==> src/rtl/bcd_pkg.sv <==
`default_nettype none
// ============================================================================
// bcd_pkg
//   Shared FSM encoding and shift-and-add-3 constants for the BCD converter.
//   Revision: 1.0  initial release
// ============================================================================
package bcd_pkg;

   typedef enum logic [1:0] {
      IDLE  = 2'd0,
      SHIFT = 2'd1,
      FIN   = 2'd2
   } state_t;

   localparam logic [3:0] BCD_SAT_DIGIT = 4'h9;
   localparam logic [3:0] ADJ_THRESHOLD = 4'd5;
   localparam logic [3:0] ADJ_ADD       = 4'd3;

endpackage : bcd_pkg
`default_nettype wire

==> src/rtl/bcd_digit_adjust.sv <==
`default_nettype none
// ============================================================================
// bcd_digit_adjust
//   One BCD digit pre-shift correction: adds 3 when the digit is 5 or more.
//   Revision: 1.0  initial release
// ============================================================================
module bcd_digit_adjust
   import bcd_pkg::*;
(
   input  logic [3:0] din,
   output logic [3:0] dout
);

   // Inputs never exceed 9, so the 4-bit sum cannot wrap.
   assign dout = (din >= ADJ_THRESHOLD) ? din + ADJ_ADD : din;

endmodule : bcd_digit_adjust
`default_nettype wire

==> src/rtl/bcd_converter.sv <==
`default_nettype none
// ============================================================================
// bcd_converter
//   Sequential binary-to-BCD converter (one bit per clock, MSB first) with
//   saturation on overflow. Define BCD_LZB_EN to enable leading-zero blanking.
//   Revision: 1.0  initial release
// ============================================================================
module bcd_converter
   import bcd_pkg::*;
#(
   parameter int WIDTH  = 32,
   parameter int DIGITS = 4
) (
   input  logic                  clk,
   input  logic                  reset,
   input  logic                  start,
   input  logic [WIDTH-1:0]      bin,
   output logic [4*DIGITS-1:0]   bcd,
   output logic                  busy,
   output logic                  done,
   output logic                  overflow,
   output logic [DIGITS-1:0]     blank
);

   localparam int                 c_cnt_w = $clog2(WIDTH + 1);
   localparam logic [c_cnt_w-1:0] c_last  = c_cnt_w'(WIDTH - 1);

   state_t                r_state;
   state_t                w_state_nxt;
   logic [WIDTH-1:0]      r_shift;
   logic [4*DIGITS-1:0]   r_work;
   logic                  r_acc;
   logic [c_cnt_w-1:0]    r_count;
   logic [4*DIGITS-1:0]   r_bcd;
   logic                  r_ovf;

   logic [4*DIGITS-1:0]   w_adj;
   logic [4*DIGITS-1:0]   w_work_nxt;
   logic [WIDTH-1:0]      w_shift_nxt;
   logic                  w_acc_nxt;
   logic [4*DIGITS-1:0]   w_bcd_fin;
   logic                  w_last;

   for (genvar g = 0; g < DIGITS; g++) begin : g_adj
      bcd_digit_adjust u_adj (
         .din  (r_work[4*g +: 4]),
         .dout (w_adj[4*g +: 4])
      );
   end

   // The bit pushed out of the top digit means the value no longer fits.
   assign w_work_nxt  = {w_adj[4*DIGITS-2:0], r_shift[WIDTH-1]};
   assign w_shift_nxt = {r_shift[WIDTH-2:0], 1'b0};
   assign w_acc_nxt   = r_acc | w_adj[4*DIGITS-1];
   assign w_bcd_fin   = w_acc_nxt ? {DIGITS{BCD_SAT_DIGIT}} : w_work_nxt;
   assign w_last      = (r_count == c_last);

   always_ff @(posedge clk or posedge reset) begin
      if (reset) r_state <= IDLE;
      else       r_state <= w_state_nxt;
   end

   always_comb begin
      w_state_nxt = r_state;
      busy        = 1'b0;
      done        = 1'b0;
      case (r_state)
         IDLE:  if (start) w_state_nxt = SHIFT;
         SHIFT: begin
            busy = 1'b1;
            if (w_last) w_state_nxt = FIN;
         end
         FIN: begin
            busy        = 1'b1;
            done        = 1'b1;
            w_state_nxt = IDLE;
         end
         default: w_state_nxt = IDLE;
      endcase
   end

   // Results are committed on the final shift so they are valid in the FIN cycle.
   always_ff @(posedge clk or posedge reset) begin
      if (reset) begin
         r_shift <= '0;
         r_work  <= '0;
         r_acc   <= 1'b0;
         r_count <= '0;
         r_bcd   <= '0;
         r_ovf   <= 1'b0;
      end else begin
         case (r_state)
            IDLE: if (start) begin
               r_shift <= bin;
               r_work  <= '0;
               r_acc   <= 1'b0;
               r_count <= '0;
            end
            SHIFT: begin
               r_shift <= w_shift_nxt;
               r_work  <= w_work_nxt;
               r_acc   <= w_acc_nxt;
               r_count <= r_count + c_cnt_w'(1);
               if (w_last) begin
                  r_bcd <= w_bcd_fin;
                  r_ovf <= w_acc_nxt;
               end
            end
            default: ;
         endcase
      end
   end

   assign bcd      = r_bcd;
   assign overflow = r_ovf;

`ifdef BCD_LZB_EN
   logic [DIGITS-1:0] r_blank;
   logic [DIGITS-1:0] w_blank_fin;
   logic              w_zero_run;

   // Digit 0 is never blanked so a zero value still shows "0".
   always_comb begin
      w_blank_fin = '0;
      w_zero_run  = 1'b1;
      for (int i = DIGITS - 1; i >= 1; i--) begin
         w_zero_run     = w_zero_run & (w_bcd_fin[4*i +: 4] == 4'd0);
         w_blank_fin[i] = w_zero_run & ~w_acc_nxt;
      end
   end

   always_ff @(posedge clk or posedge reset) begin
      if (reset)                            r_blank <= '0;
      else if ((r_state == SHIFT) && w_last) r_blank <= w_blank_fin;
   end

   assign blank = r_blank;
`else
   assign blank = '0;
`endif

endmodule : bcd_converter
`default_nettype wire

==> config.mk <==
export PLATFORM = sky130hd
export DESIGN_NAME = bcd_converter
export DESIGN_NICKNAME = d
export VERILOG_FILES = /design/src/rtl/bcd_pkg.sv /design/src/rtl/bcd_digit_adjust.sv /design/src/rtl/bcd_converter.sv
export SDC_FILE = /design/constraint.sdc
export NUM_CORES = 1
export LEC_CHECK = 0
export CAP_MARGIN = 30
export CORE_AREA = 3 3 85 87
export CTS_CLUSTER_SIZE = 30
export DETAILED_ROUTE_END_ITERATION = 8
export DIE_AREA = 0 0 88 90
export HOLD_SLACK_MARGIN = 0.08
export PLACE_DENSITY = 0.8
export SYNTH_ARGS = -nofsm -noshare
export SYNTH_HDL_FRONTEND = slang
export SYNTH_SLANG_ARGS = --single-unit
==> constraint.sdc <==
create_clock -name clk -period 3.9 [get_ports clk]
set_clock_uncertainty 0.1 [all_clocks]
set_input_delay 0.78 -clock clk [delete_from_list [all_inputs] [get_ports clk]]
set_output_delay 0.78 -clock clk [all_outputs]
set_load 0.05 [all_outputs]
==> results of run 1 <==
==> power by group through the flow <==
stage               sequential [W]  combinational [W]  clock [W]
floorplan                  0.00113           0.000883          0
global route               0.00120            0.00126   0.000720
detailed placement         0.00118            0.00113          0
CTS                        0.00117            0.00114   0.000679
global placement           0.00117            0.00108          0
finish                     0.00117            0.00113   0.000669
==> metal layers <==
| metal | up-vias | part of all wire | GRT usage |
|---|---|---|---|
| li1 | 1307 | - | - |
| met1 | 1282 | 0.45 | 0.265 |
| met2 | 77 | 0.48 | 0.308 |
| met3 | 12 | 0.051 | 0.0393 |
| met4 | 0 | 0.019 | 0.0870 |
| met5 | - | 0 | 0 |
==> critical path, delay by kind of cell (launching register included) <==
kind	cells	cell delay, ns
flip-flops	1	0.41
adder cells (fa/ha/maj)	1	0.28
buffers and inverters	2	0.89
==> how the worst min path moves through the flow <==
stage / to / slack, ns / cells after the start
2_1_floorplan: r_shift[0] / 0.35 / 2
3_3_place_gp: r_shift[10] / 0.36 / 2
3_5_place_dp: r_shift[6] / 0.37 / 2
4_1_cts: bcd[10] / 0.39 / 2
5_1_grt: bcd[6] / 0.42 / 2
6_report: r_shift[5] / 0.39 / 2
==> cell type report <==
type	instances	area, um2
flip-flops and latches	74	1850
inverters	14	52.6
repair buffers	57	561
well taps	77	96.3
fillers	497	2100
clock buffers	9	124
clock inverters	7	103
multi-input cells	247	1540
==> stage by stage <==
step / cell area [um2] / setup slack, ns / hold slack [ns] / cells
5_1_grt: 4320 / 1.01 / 0.422 / 485
2_1_floorplan: 3540 / 1.14 / 0.350 / 355
6_report: 4320 / 1.09 / 0.387 / 485
4_1_cts: 4320 / 1.07 / 0.392 / 485
3_3_place_gp: 4100 / 1.20 / 0.362 / 469
3_5_place_dp: 4100 / 1.05 / 0.375 / 469
==> state kept, by name, summed over array words and instances (netlist names) <==
name,cells
bcd,16
r_shift,32
r_state,2
overflow,1
r_count,6
r_work,16
r_acc,1
==> cells in the mapped netlist, drive strengths merged, types with 6 or more instances <==
| library cell | instances | area [um2] |
|---|---|---|
| dfrtp | 74 | 1850 |
| nand2 | 37 | 139 |
| mux2 | 6 | 67.6 |
| buf | 12 | 80.1 |
| mux2i | 16 | 160 |
| nand2b | 6 | 37.5 |
| ha | 14 | 175 |
| a21oi | 22 | 110 |
| nor2 | 47 | 176 |
| o22ai | 22 | 138 |
| inv | 14 | 52.6 |
| nor3b | 7 | 52.6 |
| o21ai | 37 | 196 |
| clkbuf | 8 | 30.0 |
| a22o | 10 | 87.6 |
==> logic make-up (layout without fill, tap and decap cells) <==
family                     after synthesis  in the layout  synth area share
and+or+nand+nor                        109            109             0.140
adders and majority gates               14             14            0.0497
buffers and inverters                   34             87            0.0461
muxes                                   22             22            0.0646
xor gates and xnor gates                 4              4           0.00994
DFF                                     74             74             0.525
other                                    1              4           0.00106
AOI/OAI and AO/OA                       94             94             0.164
==> impl_results.md, run 1 <==
- Detailed Routing Iterations Pass 1: 4
- CP Class: register to primary output
- Initial antenna violation count: 0
- Highest achievable clock rate: ~360 MHz
- Outcome: finished, final reports clean
- Yosys cell types: 33
- P_sw: 0.00116 W
- RSZ-0062 raised after global routing: no
- Post-synth EDFFs: 0
- Worst Tran Pin Value: just over 0.9 ns
- CP Max Fanout: 4
- Vias in the first global route: between 2,000 and 3,000
- Slew Limit Fails: 0
- Cells after Synth: about 350
- Post_cts resized: 0
- # diodes: 0
- Setup violations, final: 0
- Sw Ratio: 0.389
- Clock Power Share: 0.225
- First-pass GRT wire length: between 10 and 15 mm
- Largest net degree at the start of global routing: 75
- Register area share after synthesis: 0.525
- Maxcap violations: 0
- CTS tree: done
- 1st-iter DRT viols: 111
- P_leak: 1.81 nW
- Cell depth of the worst flop-to-flop path: 6
- GRT Util Overall: 0.198
- Critical Path Slowest Stage Cell: clkdlybuf4s50_1
- Internal: approximately 0.0018 W
- Final hold vios: 0
- WP data required: roughly 3.0 ns
- Clock slew seen by the registers of the worst setup and hold paths: approximately 0.080 ns
- Peak supply drop: 0.443 mV
- Sequential power share: 0.394
- DP HPWL: about 5 mm
- YS warnings: 0
- Starting Density: 0.549
- Layout Utilization: 0.673
- Final Cycle Share: 0.722
- Post-DRT Antenna Nets: 0
- Async set or reset register ratio after synthesis: 1.00
- Layout cells sized above 1: 0.0833
- Leading cell types in the layout, fill and taps excluded: 74 x dfrtp_1, 53 x clkdlybuf4s50_1, 47 x nor2_1
- Critical Path Start Type: register
- Power Total: 0.00298 W
- GR Overflow Total: 0
- Fin Setup TNS: 0 ns
- # DRC: 0
- Insertion delay to the later sink of the worst-skew pair: 0.35 ns
- Core ar.: roughly 6400 um2
- Worst rel slew slack: 0.375
- RR Endpoint: r_shift[7]
- Total Nets Final: ~450
- Average cell area after synthesis: approximately 10 um2
- Commonest non-fill, non-tap cell in the layout: dfrtp_1
- Final WL: between 7 and 8 mm
- Area Overhead vs Synth: 22.6%
- Clock sinks: 74
- PortBufs: between 50 and 60
- Pwr dens: 688 nW/um2
- Syn Std Cell Area: around 3500 um2
- Chip width: around 88 um
- Die Y-Extent: 90 um
- WP data arrival: between 1.5 and 2 ns
- Critical R2R Launch: r_state[1]
- Row count: 29
- Post-CTS setup buffers: 0
- CTS Hold Bufs: 0
- CTS buffer count: 9
- CTS root buf: clkbuf_8
- CP Capture Type: primary output
- Combinational share of power: 0.381
- Worst hold start: r_shift[5]
- Tmin final: 2.81 ns
- Top FF cell, synth: dfrtp_1
- Start point of the critical path: r_state[0]
- Synth Register Bits: 74
- Placer Congestion: 0.804
- Max Root-Sink Buffers: 2
- I/O pin cnt: a little under 60
- Max stage delay on crit path: ~0.8 ns
- Die area: between 7000 and 8000 um2
- Critical Path, Cell by Cell: inv_1 > ha_1 > clkdlybuf4s50_1
- Post-DR wirelength/cell: 15.1 um
- Via-to-Cell Ratio: 5.52
- CP endpoint: busy
- HP Class: register to register
- FF-to-FF setup slack: between 1.5 and 2 ns
- H-tree depth: 3
- DR vias: 2,678
Power figures use the tool's default switching activity.
==> inputs of run 2 (changes only) <==
--- a/config.mk
+++ b/config.mk
@@ -6,12 +6,12 @@
 export NUM_CORES = 1
 export LEC_CHECK = 0
 export CAP_MARGIN = 30
-export CORE_AREA = 3 3 85 87
+export CORE_AREA = 3 3 86 88
 export CTS_CLUSTER_SIZE = 30
 export DETAILED_ROUTE_END_ITERATION = 8
-export DIE_AREA = 0 0 88 90
+export DIE_AREA = 0 0 89 91
 export HOLD_SLACK_MARGIN = 0.08
-export PLACE_DENSITY = 0.8
+export PLACE_DENSITY = 0.78
 export SYNTH_ARGS = -nofsm -noshare
 export SYNTH_HDL_FRONTEND = slang
 export SYNTH_SLANG_ARGS = --single-unit
==> constraint.sdc (replaced) <==
create_clock -name clk -period 2.77 [get_ports clk]
set_clock_uncertainty 0.1 [all_clocks]
set_input_delay 0.554 -clock clk [delete_from_list [all_inputs] [get_ports clk]]
set_output_delay 0.554 -clock clk [all_outputs]
set_load 0.05 [all_outputs]
==> impl_results.md, run 2 (synthesized netlist as in run 1, its figures left out) <==
- Outcome: finished, final reports clean
- H-tree depth: 3
- PortBufs: between 50 and 60
- Sw Ratio: 0.380
- Max stage delay on crit path: just under 0.8 ns
- I/O pin cnt: 58
- Detailed Routing Iterations Pass 1: 4
- GR Overflow Total: 0
- Clock Power Share: 0.221
- Final hold vios: 0
- WP data arrival: between 1.5 and 2 ns
- Worst hold slack: 0.377 ns
- P_sw: 0.00161 W
- Worst rel slew slack: 0.541
- Post-DRT Antenna Nets: 0
- Final WL: around 7.5 mm
- Slew Limit Fails: 0
- # DRC: 0
- Row count: 30
- DP HPWL: between 5 and 6 mm
- Setup violations, final: 0
- Placer Congestion: between 0.8 and 0.9
- CTS Hold Bufs: 0
- Max FFs per register: 32
- Initial antenna violation count: 0
- Layout cells sized above 1: 0.0944
- Area Overhead vs Synth: 24.5%
- Critical Path Start Type: register
- Peak supply drop: ~0.52 mV
- Post-DR wirelength/cell: about 15 um
- Post-CTS setup buffers: 0
- CTS root buf: clkbuf_8
- Core ar.: approximately 6700 um2
- CTS buffer count: 9
- # diodes: 0
- Final Cycle Share: 0.921
- HP Class: input pin to asynchronous set/reset pin
- Commonest non-fill, non-tap cell in the layout: dfrtp_1
- Via-to-Cell Ratio: between 5 and 6
- Die Y-Extent: around 91 um
- Pwr dens: 965 nW/um2
- P_leak: approximately 1.8 nW
- Tmin final: approximately 2.5 ns
- First-pass GRT wire length: between 10 and 15 mm
- Total Nets Final: around 460
- Max Root-Sink Buffers: 2
- Vias in the first global route: ~2,800
- 1st-iter DRT viols: 115
- Cell depth of the worst flop-to-flop path: 5
- CP Capture Type: primary output
- Sequential power share: 0.389
- Area of the multi-input gates: between 1500 and 2000 um2
- Worst Tran Pin Value: 0.686 ns
- CP Max Fanout: 4
- Met2 usage: 0.317
- Fin Setup TNS: 0 ns
- Internal: 0.00263 W
- Leading cell types in the layout, fill and taps excluded: 74 x dfrtp_1, 53 x clkdlybuf4s50_1, 47 x nor2_1
- DR vias: around 2,700
- GRT Max-Usage Layer: met2
- RSZ-0062 raised after global routing: no
- Largest net degree at the start of global routing: 44
- Critical Path, Cell by Cell: inv_1 > ha_1 > clkdlybuf4s50_1
- Maxcap violations: 0
- Clock sinks: 74
- Clock slew seen by the registers of the worst setup and hold paths: 0.08 ns
- RR Endpoint: r_shift[30]
- WP data required: ~2.1 ns
- Combinational share of power: 0.390
- Layout Utilization: 0.653
- CTS tree: done
- Register with the most flip-flops: r_shift
- Insertion delay to the later sink of the worst-skew pair: around 0.34 ns
- M1 GR Usage: 0.256
- M3 GR Usage: 0.0399
- Critical R2R Launch: r_state[1]
- Placed Instances: between 400 and 500
- Starting Density: 0.525
- CP Class: register to primary output
- Fill count: ~530
- Register area: between 1500 and 2000 um2
- Critical Path Slowest Stage Cell: clkdlybuf4s50_1
- Chip width: 89 um
- Highest achievable clock rate: 392 MHz
- Post_cts resized: 0
- Die area: around 8000 um2
- Finished Layout Cells: a little under 500
- FF-to-FF setup slack: 0.67 ns
- GRT Util Overall: 0.200
==> run 2: layout make-up <==
type | count | area share
timing repair buffer | 62 | 0.142
inverter | 14 | 0.0120
multi-input combinational | 247 | 0.350
tap | 80 | 0.0228
clock inverter | 6 | 0.0202
clock buffer | 10 | 0.0314
sequential | 74 | 0.422
==> run 2: layer usage <==
| metal | wire length (um) | part of all wire |
|---|---|---|
| met1 | 3280 | 0.44 |
| met2 | 3700 | 0.50 |
| met3 | 281 | 0.038 |
| met4 | 191 | 0.026 |
| met5 | 0 | 0 |
==> run 2: per-stage QoR <==
step                worst slack (ns)  cell area (um2)  total power [W]
floorplan                      0.234             3540          0.00284
global placement               0.565             4160          0.00322
detailed placement             0.487             4160          0.00332
CTS                            0.194             4390          0.00427
global route                   0.170             4390          0.00454
finish                         0.220             4390          0.00424
==> run 2: power by group through the flow <==
stage | Sequential, W | Clock [W] | Combinational, W
2_1_floorplan | 0.00160 | 0 | 0.00124
4_1_cts | 0.00164 | 0.000959 | 0.00167
5_1_grt | 0.00169 | 0.00100 | 0.00185
3_3_place_gp | 0.00164 | 0 | 0.00158
6_report | 0.00165 | 0.000935 | 0.00165
3_5_place_dp | 0.00166 | 0 | 0.00166
==> run 2: worst max path at each step <==
stage / from / to / slack [ns] / cells after the start
2_1_floorplan: reset / bcd[0] / 0.23 / 1
3_3_place_gp: start / r_shift[14] / 0.56 / 4
3_5_place_dp: start / r_shift[30] / 0.49 / 4
4_1_cts: r_state[0] / busy / 0.19 / 3
5_1_grt: r_state[0] / busy / 0.17 / 3
6_report: r_state[1] / busy / 0.22 / 3
==> run 2: critical path: cells and delay by family (launching register included) <==
family,cells,cell delay [ns]
DFF,1,0.38
adders and majority gates,1,0.28
buffers and inverters,2,0.89
==> inputs of run 3 (changes only) <==
--- a/config.mk
+++ b/config.mk
@@ -6,12 +6,13 @@
 export NUM_CORES = 1
 export LEC_CHECK = 0
 export CAP_MARGIN = 30
-export CORE_AREA = 3 3 86 88
+export CORE_AREA = 3 3 108 110
+export CTS_CLUSTER_DIAMETER = 150
 export CTS_CLUSTER_SIZE = 30
 export DETAILED_ROUTE_END_ITERATION = 8
-export DIE_AREA = 0 0 89 91
+export DIE_AREA = 0 0 111 113
 export HOLD_SLACK_MARGIN = 0.08
-export PLACE_DENSITY = 0.78
+export SKIP_CTS_REPAIR_TIMING = 1
 export SYNTH_ARGS = -nofsm -noshare
 export SYNTH_HDL_FRONTEND = slang
 export SYNTH_SLANG_ARGS = --single-unit
==> impl_results.md, run 3 (synthesized netlist as in run 1, its figures left out) <==
- Total Nets Final: between 400 and 500
- Vias in the first global route: 2,657
- Register area: about 1900 um2
- Critical Path, Cell by Cell: inv_1 > ha_1 > clkdlybuf4s50_1
- Tmin final: approximately 2.6 ns
- Clock sinks: between 70 and 80
- CP Max Fanout: 4
- FF-to-FF setup slack: roughly 0.78 ns
- DR vias: roughly 2,700
- Start point of the critical path: r_state[0]
- Leading cell types in the layout, fill and taps excluded: 74 x dfrtp_1, 53 x clkdlybuf4s50_1, 47 x nor2_1
- Worst slack at placement: approximately 0.54 ns
- CP Class: register to primary output
- Insertion delay to the later sink of the worst-skew pair: between 0.3 and 0.4 ns
- DP HPWL: approximately 5.3 mm
- Worst rel slew slack: 0.663
- Cell depth of the worst flop-to-flop path: 6
- Sequential power share: 0.405
- Combinational share of power: 0.406
- Highest achievable clock rate: just under 400 MHz
- Critical R2R Launch: r_state[1]
- GRT Util Overall: 0.126
- Internal: 0.00247 W
- Slew Limit Fails: 0
- Max stage delay on crit path: about 0.8 ns
- Worst Tran Pin Value: just over 0.5 ns
- Outcome: finished, final reports clean
- Final Cycle Share: 0.921
- RR Endpoint: r_work[10]
- CP Buf/Inv Count: 2
- HP Class: register to register
- Max FFs per register: 32
- Die Y-Extent: around 110 um
- Register with the most flip-flops: r_shift
- Row count: 38
- Critical Path Slowest Stage Cell: clkdlybuf4s50_1
- PortBufs: 53
- Commonest non-fill, non-tap cell in the layout: dfrtp_1
- I/O pin cnt: 58
- Area Overhead vs Synth: 25.3%
- Chip width: ~110 um
- Post-DRT Antenna Nets: 0
- Total stage count of the critical path: 3
- H-tree depth: 3
- Layout cells sized above 1: 0.0922
- Post-DR wirelength/cell: roughly 14 um
- Sw Ratio: 0.392
- Setup violations, final: 0
- Placed Instances: about 540
- Final hold vios: 0
- 1st-iter DRT viols: between 100 and 150
- First-pass GRT wire length: 12.8 mm
- Clock slew seen by the registers of the worst setup and hold paths: around 0.070 ns
- # DRC: 0
- Area after DPL: ~4200 um2
- WP data required: around 2.1 ns
- CP endpoint: busy
- Peak supply drop: approximately 0.25 mV
- GR Overflow Total: 0
- Die area: about 13,000 um2
- Core ar.: roughly 11,000 um2
- Fin Setup TNS: 0 ns
- Max Root-Sink Buffers: 2
- Fill count: 1,061
- Largest net degree at the start of global routing: 75
- Worst hold slack: ~0.39 ns
- RSZ-0062 raised after global routing: no
- CTS tree: done
- CTS buffer count: 9
- Pwr dens: 918 nW/um2
- Via-to-Cell Ratio: ~4.8
- P_leak: between 1.5 and 2 nW
- Initial antenna violation count: 0
- Starting Density: 0.327
- CP Capture Type: primary output
- Crit path max-delay family: buffers and inverters
- WP data arrival: 1.90 ns
- Maxcap violations: 0
- Final WL: about 7.7 mm
- Area of the multi-input gates: approximately 1500 um2
- Critical Path Start Type: register
- Worst setup margin: ~0.22 ns
- Finished Layout Cells: 552
- Fin area: 4420 um2
- P_sw: between 0.0015 and 0.002 W
- Clock Power Share: 0.189
- # diodes: 0
- CTS root buf: clkbuf_8
- Placer Congestion: 0.818
- Detailed Routing Iterations Pass 1: 4
## run 3: changes by cell type in the layout (fill, tap and decap cells not counted), sizes merged
cell      delta
bufinv       -2
clkbuf       +1
clkinvlp     +1
inv          -1
## run 3: per-layer routing
metal / up-vias / global-route usage / part of all wire
met3: 15 / 0.0374 / 0.051
met4: 0 / 0.0550 / 0.021
li1: 1316 / - / -
met5: - / 0 / 0
met2: 59 / 0.202 / 0.48
met1: 1274 / 0.160 / 0.45
## run 3: how the worst min path moves through the flow
stage | startpoint | endpoint | slack (ns) | cells after the start
CTS | r_shift[0] | r_shift[0] | 0.39 | 2
floorplan | r_shift[0] | r_shift[0] | 0.35 | 2
global placement | r_shift[11] | r_shift[11] | 0.36 | 2
detailed placement | r_shift[11] | r_shift[11] | 0.37 | 2
finish | r_shift[0] | r_shift[0] | 0.39 | 2
global route | bcd[10] | bcd[10] | 0.42 | 2
## run 3: power by group through the flow
stage	clock network (W)	registers [W]	logic [W]
floorplan	0	0.00160	0.00124
global placement	0	0.00165	0.00161
detailed placement	0	0.00165	0.00166
CTS	0.000796	0.00164	0.00167
global route	0.000846	0.00169	0.00187
finish	0.000764	0.00164	0.00165
## run 3: worst min-delay path, cell delays in order, from the launching register on
cell and delay (ns):
dfrtp_1 0.35, nand2_1 0.05, o21ai_0 0.06
## run 3: per-stage QoR
| stage | utilization | total power (W) |
|---|---|---|
| 2_1_floorplan | - | 0.00284 |
| 3_3_place_gp | 0.393 | 0.00326 |
| 3_5_place_dp | 0.393 | 0.00332 |
| 4_1_cts | 0.409 | 0.00411 |
| 5_1_grt | 0.409 | 0.00440 |
| 6_report | 0.409 | 0.00405 |
## run 3: cell type report
cell class / instances / area share
tap: 140 / 0.0397
multi-input combinational: 247 / 0.348
sequential: 74 / 0.419
clock buffer: 11 / 0.0343
clock inverter: 4 / 0.00623
inverter: 14 / 0.0119
timing repair buffer: 62 / 0.141
